===== config.mk =====
export PLATFORM = sky130hd
export DESIGN_NAME = pmesh_store_issuer
export DESIGN_NICKNAME = d
export VERILOG_FILES = /design/src/rtl/pmesh_store_issuer_pkg.sv /design/src/rtl/pmesh_size_encode.sv /design/src/rtl/pmesh_store_issuer.sv
export SDC_FILE = /design/constraint.sdc
export NUM_CORES = 1
export LEC_CHECK = 0
export CAP_MARGIN = 20
export CORE_MARGIN = 2
export CORE_UTILIZATION = 37
export DETAILED_ROUTE_END_ITERATION = 6
export GPL_TIMING_DRIVEN = 0
export PLACE_DENSITY = 0.75
export SETUP_SLACK_MARGIN = 0.15
export SYNTH_ARGS = -nofsm -noshare
export SYNTH_HDL_FRONTEND = slang
export SYNTH_HIERARCHICAL = 1
export SYNTH_SLANG_ARGS = --single-unit

===== constraint.sdc =====
create_clock -name clk -period 3.5 [get_ports clk]
set_input_delay 0.525 -clock clk [delete_from_list [all_inputs] [get_ports clk]]
set_output_delay 0.525 -clock clk [all_outputs]
set_load 0.02 [all_outputs]

===== src/rtl/pmesh_store_issuer_pkg.sv =====
// Shared constants and types for the P-Mesh store issuer.
package pmesh_store_issuer_pkg;

   localparam logic [7:0] BASE_1B = 8'h80;
   localparam logic [7:0] BASE_2B = 8'hC0;
   localparam logic [7:0] BASE_4B = 8'hF0;
   localparam logic [7:0] BASE_8B = 8'hFF;

   localparam logic [2:0] PMESH_SIZE_1B = 3'b001;
   localparam logic [2:0] PMESH_SIZE_2B = 3'b010;
   localparam logic [2:0] PMESH_SIZE_4B = 3'b011;
   localparam logic [2:0] PMESH_SIZE_8B = 3'b100;

   localparam logic [1:0] AXI_RESP_OKAY   = 2'b00;
   localparam logic [1:0] AXI_RESP_SLVERR = 2'b10;

   typedef enum logic [1:0] {
      StCollect = 2'd0,
      StDrain   = 2'd1,
      StBresp   = 2'd2
   } issuer_state_e;

endpackage


===== src/rtl/pmesh_size_encode.sv =====
// Maps a splitter size mask and byte offset onto a P-Mesh size code plus error flags.
module pmesh_size_encode
   import pmesh_store_issuer_pkg::*;
(
   input  logic [7:0] i_mask,
   input  logic [2:0] i_offset,
   output logic [2:0] o_size,
   output logic       o_illegal,
   output logic       o_misaligned
);

   always_comb begin
      o_size       = PMESH_SIZE_8B;
      o_illegal    = 1'b0;
      o_misaligned = 1'b0;
      case (i_mask)
         BASE_1B: o_size = PMESH_SIZE_1B;
         BASE_2B: begin
            o_size       = PMESH_SIZE_2B;
            o_misaligned = i_offset[0];
         end
         BASE_4B: begin
            o_size       = PMESH_SIZE_4B;
            o_misaligned = |i_offset[1:0];
         end
         BASE_8B: o_misaligned = |i_offset;
         // Unknown masks fall back to a full-word store at offset 0.
         default: o_illegal = 1'b1;
      endcase
   end

endmodule


===== src/rtl/pmesh_store_issuer.sv =====
// Turns aligned AXI store pieces into P-Mesh store requests and returns one B response per beat.
// Optional PMESH_STORE_BYTESWAP_EN reverses data byte lanes for a big-endian NoC.
module pmesh_store_issuer
   import pmesh_store_issuer_pkg::*;
#(
   parameter int unsigned ADDR_W          = 40,
   parameter int unsigned ID_W            = 6,
   parameter int unsigned MAX_OUTSTANDING = 4
) (
   input  logic              clk,
   input  logic              rst,
   input  logic              s_piece_valid,
   output logic              s_piece_ready,
   input  logic [7:0]        s_piece_size,
   input  logic [2:0]        s_piece_offset,
   input  logic              s_piece_last,
   input  logic [ADDR_W-1:0] s_beat_addr,
   input  logic [63:0]       s_beat_data,
   input  logic [ID_W-1:0]   s_beat_id,
   output logic              pmesh_req_val,
   input  logic              pmesh_req_rdy,
   output logic [ADDR_W-1:0] pmesh_req_addr,
   output logic [2:0]        pmesh_req_size,
   output logic [63:0]       pmesh_req_data,
   input  logic              pmesh_ack_val,
   output logic              m_axi_bvalid,
   input  logic              m_axi_bready,
   output logic [ID_W-1:0]   m_axi_bid,
   output logic [1:0]        m_axi_bresp
);

   localparam logic [4:0] MAX_CNT = 5'(MAX_OUTSTANDING);

   issuer_state_e     r_state;
   logic              r_req_val;
   logic [ADDR_W-1:0] r_req_addr;
   logic [2:0]        r_req_size;
   logic [63:0]       r_req_data;
   logic [3:0]        r_cnt;
   logic              r_err;
   logic              r_first;
   logic [ID_W-1:0]   r_bid;
   logic [1:0]        r_bresp;

   logic [2:0]        w_size;
   logic              w_illegal;
   logic              w_misaligned;
   logic [ADDR_W-1:0] w_addr;
   logic [63:0]       w_data;
   logic              w_req_hs;
   logic              w_accept;
   logic              w_spurious;
   logic              w_cnt_dec;
   logic              w_bhs;
   logic              w_req_empty_d;
   logic [4:0]        w_inflight;
   logic [3:0]        w_cnt_d;
   logic              w_err_d;
   logic              w_unused;

   pmesh_size_encode u_size_encode (
      .i_mask       (s_piece_size),
      .i_offset     (s_piece_offset),
      .o_size       (w_size),
      .o_illegal    (w_illegal),
      .o_misaligned (w_misaligned)
   );

   assign w_unused = ^s_beat_addr[2:0];
   assign w_addr   = {s_beat_addr[ADDR_W-1:3], w_illegal ? 3'b000 : s_piece_offset};

`ifdef PMESH_STORE_BYTESWAP_EN
   always_comb begin
      w_data = '0;
      for (int i = 0; i < 8; i++) begin
         w_data[(7-i)*8 +: 8] = s_beat_data[i*8 +: 8];
      end
   end
`else
   assign w_data = s_beat_data;
`endif

   assign w_req_hs   = r_req_val & pmesh_req_rdy;
   assign w_spurious = pmesh_ack_val & (r_cnt == 4'd0);
   assign w_cnt_dec  = pmesh_ack_val & ~w_spurious;
   assign w_bhs      = (r_state == StBresp) & m_axi_bready;

   // A piece parked in the request register already holds a credit.
   assign w_inflight = {1'b0, r_cnt} + {4'd0, r_req_val};

   assign s_piece_ready = ~rst & (r_state == StCollect) & (~r_req_val | w_req_hs) &
                          (w_inflight < MAX_CNT);
   assign w_accept      = s_piece_valid & s_piece_ready;

   // No piece is accepted outside COLLECT, so only the handshake can empty the register.
   assign w_req_empty_d = ~r_req_val | w_req_hs;

   always_comb begin
      w_cnt_d = r_cnt;
      case ({w_req_hs, w_cnt_dec})
         2'b10:   w_cnt_d = r_cnt + 4'd1;
         2'b01:   w_cnt_d = r_cnt - 4'd1;
         default: w_cnt_d = r_cnt;
      endcase
   end

   always_comb begin
      w_err_d = r_err;
      if (w_bhs) begin
         w_err_d = 1'b0;
      end
      if (w_spurious | (w_accept & (w_illegal | w_misaligned))) begin
         w_err_d = 1'b1;
      end
   end

   always_ff @(posedge clk or posedge rst) begin
      if (rst) begin
         r_req_val  <= 1'b0;
         r_req_addr <= '0;
         r_req_size <= '0;
         r_req_data <= '0;
         r_cnt      <= '0;
         r_err      <= 1'b0;
      end else begin
         if (w_accept) begin
            r_req_val  <= 1'b1;
            r_req_addr <= w_addr;
            r_req_size <= w_size;
            r_req_data <= w_data;
         end else if (w_req_hs) begin
            r_req_val <= 1'b0;
         end
         r_cnt <= w_cnt_d;
         r_err <= w_err_d;
      end
   end

   always_ff @(posedge clk or posedge rst) begin
      if (rst) begin
         r_state <= StCollect;
         r_first <= 1'b1;
         r_bid   <= '0;
         r_bresp <= AXI_RESP_OKAY;
      end else begin
         case (r_state)
            StCollect: begin
               if (w_accept) begin
                  r_first <= 1'b0;
                  if (r_first) begin
                     r_bid <= s_beat_id;
                  end
                  if (s_piece_last) begin
                     r_state <= StDrain;
                  end
               end
            end
            StDrain: begin
               // Look at next-cycle occupancy so bvalid follows the final ack by one cycle.
               if (w_req_empty_d && (w_cnt_d == 4'd0)) begin
                  r_state <= StBresp;
                  r_bresp <= w_err_d ? AXI_RESP_SLVERR : AXI_RESP_OKAY;
               end
            end
            StBresp: begin
               if (m_axi_bready) begin
                  r_state <= StCollect;
                  r_first <= 1'b1;
               end
            end
            default: r_state <= StCollect;
         endcase
      end
   end

   assign pmesh_req_val  = r_req_val;
   assign pmesh_req_addr = r_req_addr;
   assign pmesh_req_size = r_req_size;
   assign pmesh_req_data = r_req_data;
   assign m_axi_bvalid   = (r_state == StBresp);
   assign m_axi_bid      = r_bid;
   assign m_axi_bresp    = r_bresp;

endmodule


==> results of run 1 <==
cells in the mapped netlist (3+ instances only):
cell type	instances	share of area
dfrtp_1	122	0.61
buf_2	13	0.013
buf_6	6	0.013
nand2_1	325	0.24
clkbuf_1	7	0.0052
ha_1	3	0.0075
o21ai_0	8	0.0079
nor2_1	6	0.0045
mux2_4	6	0.018
a21oi_1	4	0.0040
xnor2_1	4	0.0070
nand2b_1	5	0.0062
inv_1	4	0.0030
nor2b_1	4	0.0050
path summary, 6_finish.rpt:
check	startpoint	end	slack, ns	cells after the start
min in group asynchronous	rst	pmesh_req_data[4]	0.49	2
worst max register to register	r_cnt[1]	m_axi_bresp[1]	0.62	12
worst min-delay path	pmesh_req_data[16]	pmesh_req_data[16]	0.47	2
worst max-delay path	r_cnt[1]	m_axi_bresp[1]	0.62	12
worst min register to register	pmesh_req_data[16]	pmesh_req_data[16]	0.47	2
max in group asynchronous	rst	r_first	2.18	4
layout make-up:
class | instances | area (sq um)
buffer | 28 | 174
clock buffer | 26 | 509
clock inverter | 6 | 108
fill | 1096 | 4940
inverter | 4 | 18.8
multi-input combinational | 395 | 1770
sequential | 123 | 3080
tap | 176 | 220
timing repair buffer | 244 | 2470
critical path, delay by kind of cell, from the launching register on:
| kind | cells | cell delay (ns) |
|---|---|---|
| adders and majority gates | 2 | 0.48 |
| and+or+nand+nor | 4 | 0.68 |
| DFF | 1 | 0.35 |
| xor gates and xnor gates | 2 | 0.35 |
| AOI/OAI and AO/OA | 1 | 0.14 |
| muxes | 2 | 0.57 |
| buffers and inverters | 1 | 0.19 |
kinds of logic (layout without fill, tap and decap cells):
family / after synthesis / count (layout)
flops: 123 / 123
compound gates: 17 / 17
buf+inv: 32 / 308
other cells: 1 / 1
xor+xnor: 5 / 5
simple gates: 360 / 360
mux: 9 / 9
fa+ha+maj: 3 / 3
metrics by stage:
step / instances / worst slack, ns / cell area (sq um)
after floorplan: 550 / 0.879 / 5040
after global placement: 967 / 0.317 / 7670
after detailed placement: 970 / 0.465 / 7730
after CTS: 1002 / 0.613 / 8350
after global routing: 1002 / 0.428 / 8350
final: 1002 / 0.623 / 8350
sequential cells by signal, indices dropped and copies added (netlist names):
| signal | cells |
|---|---|
| r_err | 1 |
| r_cnt | 4 |
| r_state | 2 |
| pmesh_req_val | 1 |
| m_axi_bresp | 1 |
| pmesh_req_data | 64 |
| pmesh_req_addr | 40 |
| pmesh_req_size | 3 |
| r_first | 1 |
| m_axi_bid | 6 |
routing by layer:
layer / part of all wire / track usage / up-vias
met5: 0 / 0 / -
met4: 0.021 / 0.0807 / 0
met3: 0.076 / 0.0651 / 29
met2: 0.51 / 0.356 / 192
met1: 0.40 / 0.230 / 2165
li1: - / - / 2230
power groups by stage:
stage | registers (uW) | logic, uW | clock network (uW)
6_report | 2410 | 3160 | 1810
5_1_grt | 2480 | 3410 | 1920
4_1_cts | 2410 | 3200 | 1840
3_5_place_dp | 2430 | 3190 | 0
3_3_place_gp | 2390 | 3120 | 0
2_1_floorplan | 3110 | 855 | 0
==> results.toml, run 1 <==
[status]
status = "complete, no violations"

[pwr]
power_density_mw_per_mm2 = 883
ir_drop_mv = 0.453
seq_power_share = 0.327
leakagePower_uw = 0.00403
p_sw_frac = 0.352
p_int_uw = 4780
power_uw = 7380
power_frac_comb = 0.428
p_switching_uw = 2600
pwr-share-clk = 0.245

[drt]
wl_per_cell_um = 14.5
route.detailed.drc = 0
wirelength_um = 14600
first_pass_iters = 4
drt-vias-per-instance = 4.61
drt_iter0_markers = 187
ant_nets = 0
dr_total_vias = 4616

[global_routing]
grt_pass1_wl_um = 23000
gr-usage-all-layers = 0.204
overflow = 0
grt_max_degree = 40
grt_pass1_vias = 4626
grt_antenna_before_repair = 0

[die]
die_area_sq_mm = 0.0146
num_rows = 42
start_util = 0.379
die_x_um = 121
core_area_sq_mm = 0.0133
io-pin-count = 246
dieHeight_um = 121

[critical_path]
crit_type = "reg2reg"
cp_slowest_stage_delay_ns = 0.35
startpoint_type = "flip-flop"
path_cells = "clkbuf_1 > nor4_1 > nor2b_1 > ha_1 > xor2_1 > ha_1 > a21oi_1 > mux2i_1 > xnor2_1 > nor2_1 > nand4_1 > mux2_2"
crit_path_max_fanout = 8
slowest_stage = "dfrtp_1"
arrival_ns = 3.17
crit_top_cell = "ha_1"
worstPathRequired_ns = 3.79
endpoint_kind = "flip-flop"

[clocking]
postCtsHoldBufs = 0
cts_tree = "yes"
path_clk_slew_ns = 0.05
clockBufferDepth = 2
cts-root-buf = "clkbuf_16"
clock_sinks = 123
cts.repair.resized = 0
cts_buffers = 17
cts_max_level = 4
clk_latency_ns = 0.41
cts_setup_buffers = 0

[synth]
ys.warnings.count = 6
syn-num-nets = 681
ys_ff_latch = 123
seq_area_frac_synth = 0.611
synth_top_family_by_area = "simple AND/OR/NAND/NOR gates"
ys_types = 43
synth_fa_ha_area_frac = 0.00745
synth_edf_count = 0
ys_async_sr_fraction = 1.00
syn_area_per_cell_sq_um = 9.16
netlist_instances = 550
synthXorXnorAreaFrac = 0.00869
muxShareOfSynthArea = 0.0243
synthSimpleGateAreaFrac = 0.289
synth-main-ff-cell = "dfrtp_1"
synth_compound_area_frac = 0.0209
syn_area_sq_mm = 0.00504

[sta]
fin_crit_sh = 0.822
timing.hold.ws_ns = 0.471
final_max_slew_viol_count = 0
max_freq_mhz = 348
setup_viol = 0
hold_viol = 0
rsz0062_at_grt = "false"
finalCriticalPeriod_ns = 2.88
finClkSkew_ns = 0.00578
worstMarginPinSlew_ns = 0.570
tns_ns = 0
max_slew_margin = 0.620

[placement]
numPortBuffers = 241
finalWeightedCongestion = 0.864
hpwl_um = 11000

[final_layout]
syn_to_final_growth_pct = 65.8
final_layout_size_suffix_gt1_frac = 0.0823
mostFrequentLayoutCells = "325 x nand2_1, 241 x clkdlybuf4s50_1, 122 x dfrtp_1, 17 x clkbuf_16, 13 x buf_2"
fin_util = 0.628
n_antenna_cell = 0
mostFrequentLayoutCell = "nand2_1"
nNetsFinal = 944

[worst_hold_path]
hold_class = "reg2reg"

[flow_run]
maxCapViolCount = 0
Note: power is estimated with default switching activity, not from simulation.
==> run 2, diff against run 1 <==
Clock period 3.5 ns to 2.55 ns, I/O delays scaled along.
==> results.toml, run 2 (synthesis results as in run 1) <==
[status]
status = "finished, violations left"
violations = "negative setup slack"

[sta]
setup_ws_ns = -0.120
finalCriticalPeriod_ns = 2.67
timing.hold.ws_ns = 0.421
max_freq_mhz = 375
final_max_slew_viol_count = 0
rsz0062_at_grt = "true"
hold_viol = 0
finClkSkew_ns = 0.00710
setup_viol = 2
fin_crit_sh = 1.05

[pwr]
leakagePower_uw = 0.00409
power_density_mw_per_mm2 = 1220
p_sw_frac = 0.355
power_uw = 10400
power_frac_comb = 0.449
pwr-share-clk = 0.232
seq_power_share = 0.319
p_int_uw = 6700
ir_drop_mv = 0.519
p_switching_uw = 3690

[die]
num_rows = 42
core_area_sq_mm = 0.0133
start_util = 0.379
die_area_sq_mm = 0.0146
die_x_um = 121
io-pin-count = 246
dieHeight_um = 121

[critical_path]
startpoint_type = "flip-flop"
endpoint_kind = "flip-flop"
worstPathRequired_ns = 2.85
crit_buf_inv = 1
crit_family = "multiplexers"
path_cells = "clkbuf_8 > nor4_4 > nor2b_2 > ha_2 > xor2_1 > ha_2 > a21oi_2 > mux2i_1 > xnor2_1 > nor2_1 > nand4_1 > mux2_2"
cp_slowest_stage_delay_ns = 0.38
crit_top_cell = "ha_2"
crit_type = "reg2reg"
arrival_ns = 2.97
slowest_stage = "dfrtp_1"
crit_path_max_fanout = 2

[final_layout]
largest_reg_flops = 64
syn_to_final_growth_pct = 68.3
multiInputGateArea_sq_mm = 0.00181
nNetsFinal = 954
mostFrequentLayoutCell = "nand2_1"
n_antenna_cell = 0
fillers = 1075
mostFrequentLayoutCells = "324 x nand2_1, 240 x clkdlybuf4s50_1, 122 x dfrtp_1, 17 x clkbuf_16, 15 x buf_2"
register_area_sq_mm = 0.00308
final_layout_size_suffix_gt1_frac = 0.109
fin_util = 0.638
fin_cells = 1010

[drt]
first_pass_iters = 6
ant_nets = 0
wl_per_cell_um = 15.0
route.detailed.drc = 0
wirelength_um = 15100
dr_total_vias = 4655
drt-vias-per-instance = 4.61
drt_iter0_markers = 185

[clocking]
cts_buffers = 17
path_clk_slew_ns = 0.05
clockBufferDepth = 2
clock_sinks = 123
cts-root-buf = "clkbuf_16"
clk_latency_ns = 0.41
cts_tree = "yes"
cts_max_level = 4

[global_routing]
grt_max_degree = 42
gr-usage-all-layers = 0.213
grt_pass1_vias = 4796
overflow = 0
grt_pass1_wl_um = 24000
grt_antenna_before_repair = 0

[placement]
hpwl_um = 11200
finalWeightedCongestion = 0.771
dpl.cell_count = 970
place_ws_ns = -0.205
numPortBuffers = 241

[flow_run]
maxCapViolCount = 0

[worst_hold_path]
hold_class = "in2async"
-- run 2: power by group through the flow --
stage	Clock, uW	Sequential [uW]	Combinational, uW
final	2410	3310	4670
after CTS	2450	3310	4680
after floorplan	0	4270	1210
after global placement	0	3270	4330
after global routing	2560	3410	5010
after detailed placement	0	3320	4430
-- run 2: routing by layer --
layer	up-vias	wire (um)	global-route usage
li1	2245	-	-
met1	2196	6010	0.243
met2	182	7700	0.373
met3	32	1040	0.0608
met4	0	394	0.0894
met5	-	0	0
-- run 2: per-stage QoR --
stage	instance area (sq um)	setup TNS, ns
2_1_floorplan	5070	0
3_3_place_gp	7710	-56.74
3_5_place_dp	7770	-0.346
6_report	8480	-0.174
5_1_grt	8480	-0.533
4_1_cts	8460	-0.0538
-- run 2: layout make-up --
type | instances | area share
inverters | 4 | 0.00221
clock inverters | 6 | 0.0100
repair buffers | 254 | 0.302
well taps | 176 | 0.0260
clock buffers | 24 | 0.0604
plain buffers | 28 | 0.0232
multi-input cells | 395 | 0.214
flip-flops and latches | 123 | 0.363
-- run 2: final timing paths --
kind                                    startpoint                 end  slack (ns)  cells past startpoint
worst min-delay path                           rst          r_state[1]        0.42                      2
worst max register to register            r_cnt[0]      m_axi_bresp[1]       -0.12                     12
worst min register to register  pmesh_req_data[23]  pmesh_req_data[23]        0.47                      2
min in group clk                pmesh_req_data[23]  pmesh_req_data[23]        0.47                      2
max in group asynchronous                      rst  pmesh_req_addr[17]        1.36                      4
worst max-delay path                      r_cnt[0]      m_axi_bresp[1]       -0.12                     12
-- run 2: timing repair --
| action | CTS | global route |
|---|---|---|
| setup endpoints to repair | 9 | 85 |
| buffers inserted | 9 | 1 |
| pin swaps | 7 | 3 |
| hold buffers | 0 | 0 |
| resized for setup | 12 | 7 |
==> run 3, diff against run 2 <==
Settings changed: GPL_ROUTABILITY_DRIVEN from default to 1.
==> results of run 3 <==
Same layout as run 2: the final DEF is identical, and so are final timing and power.
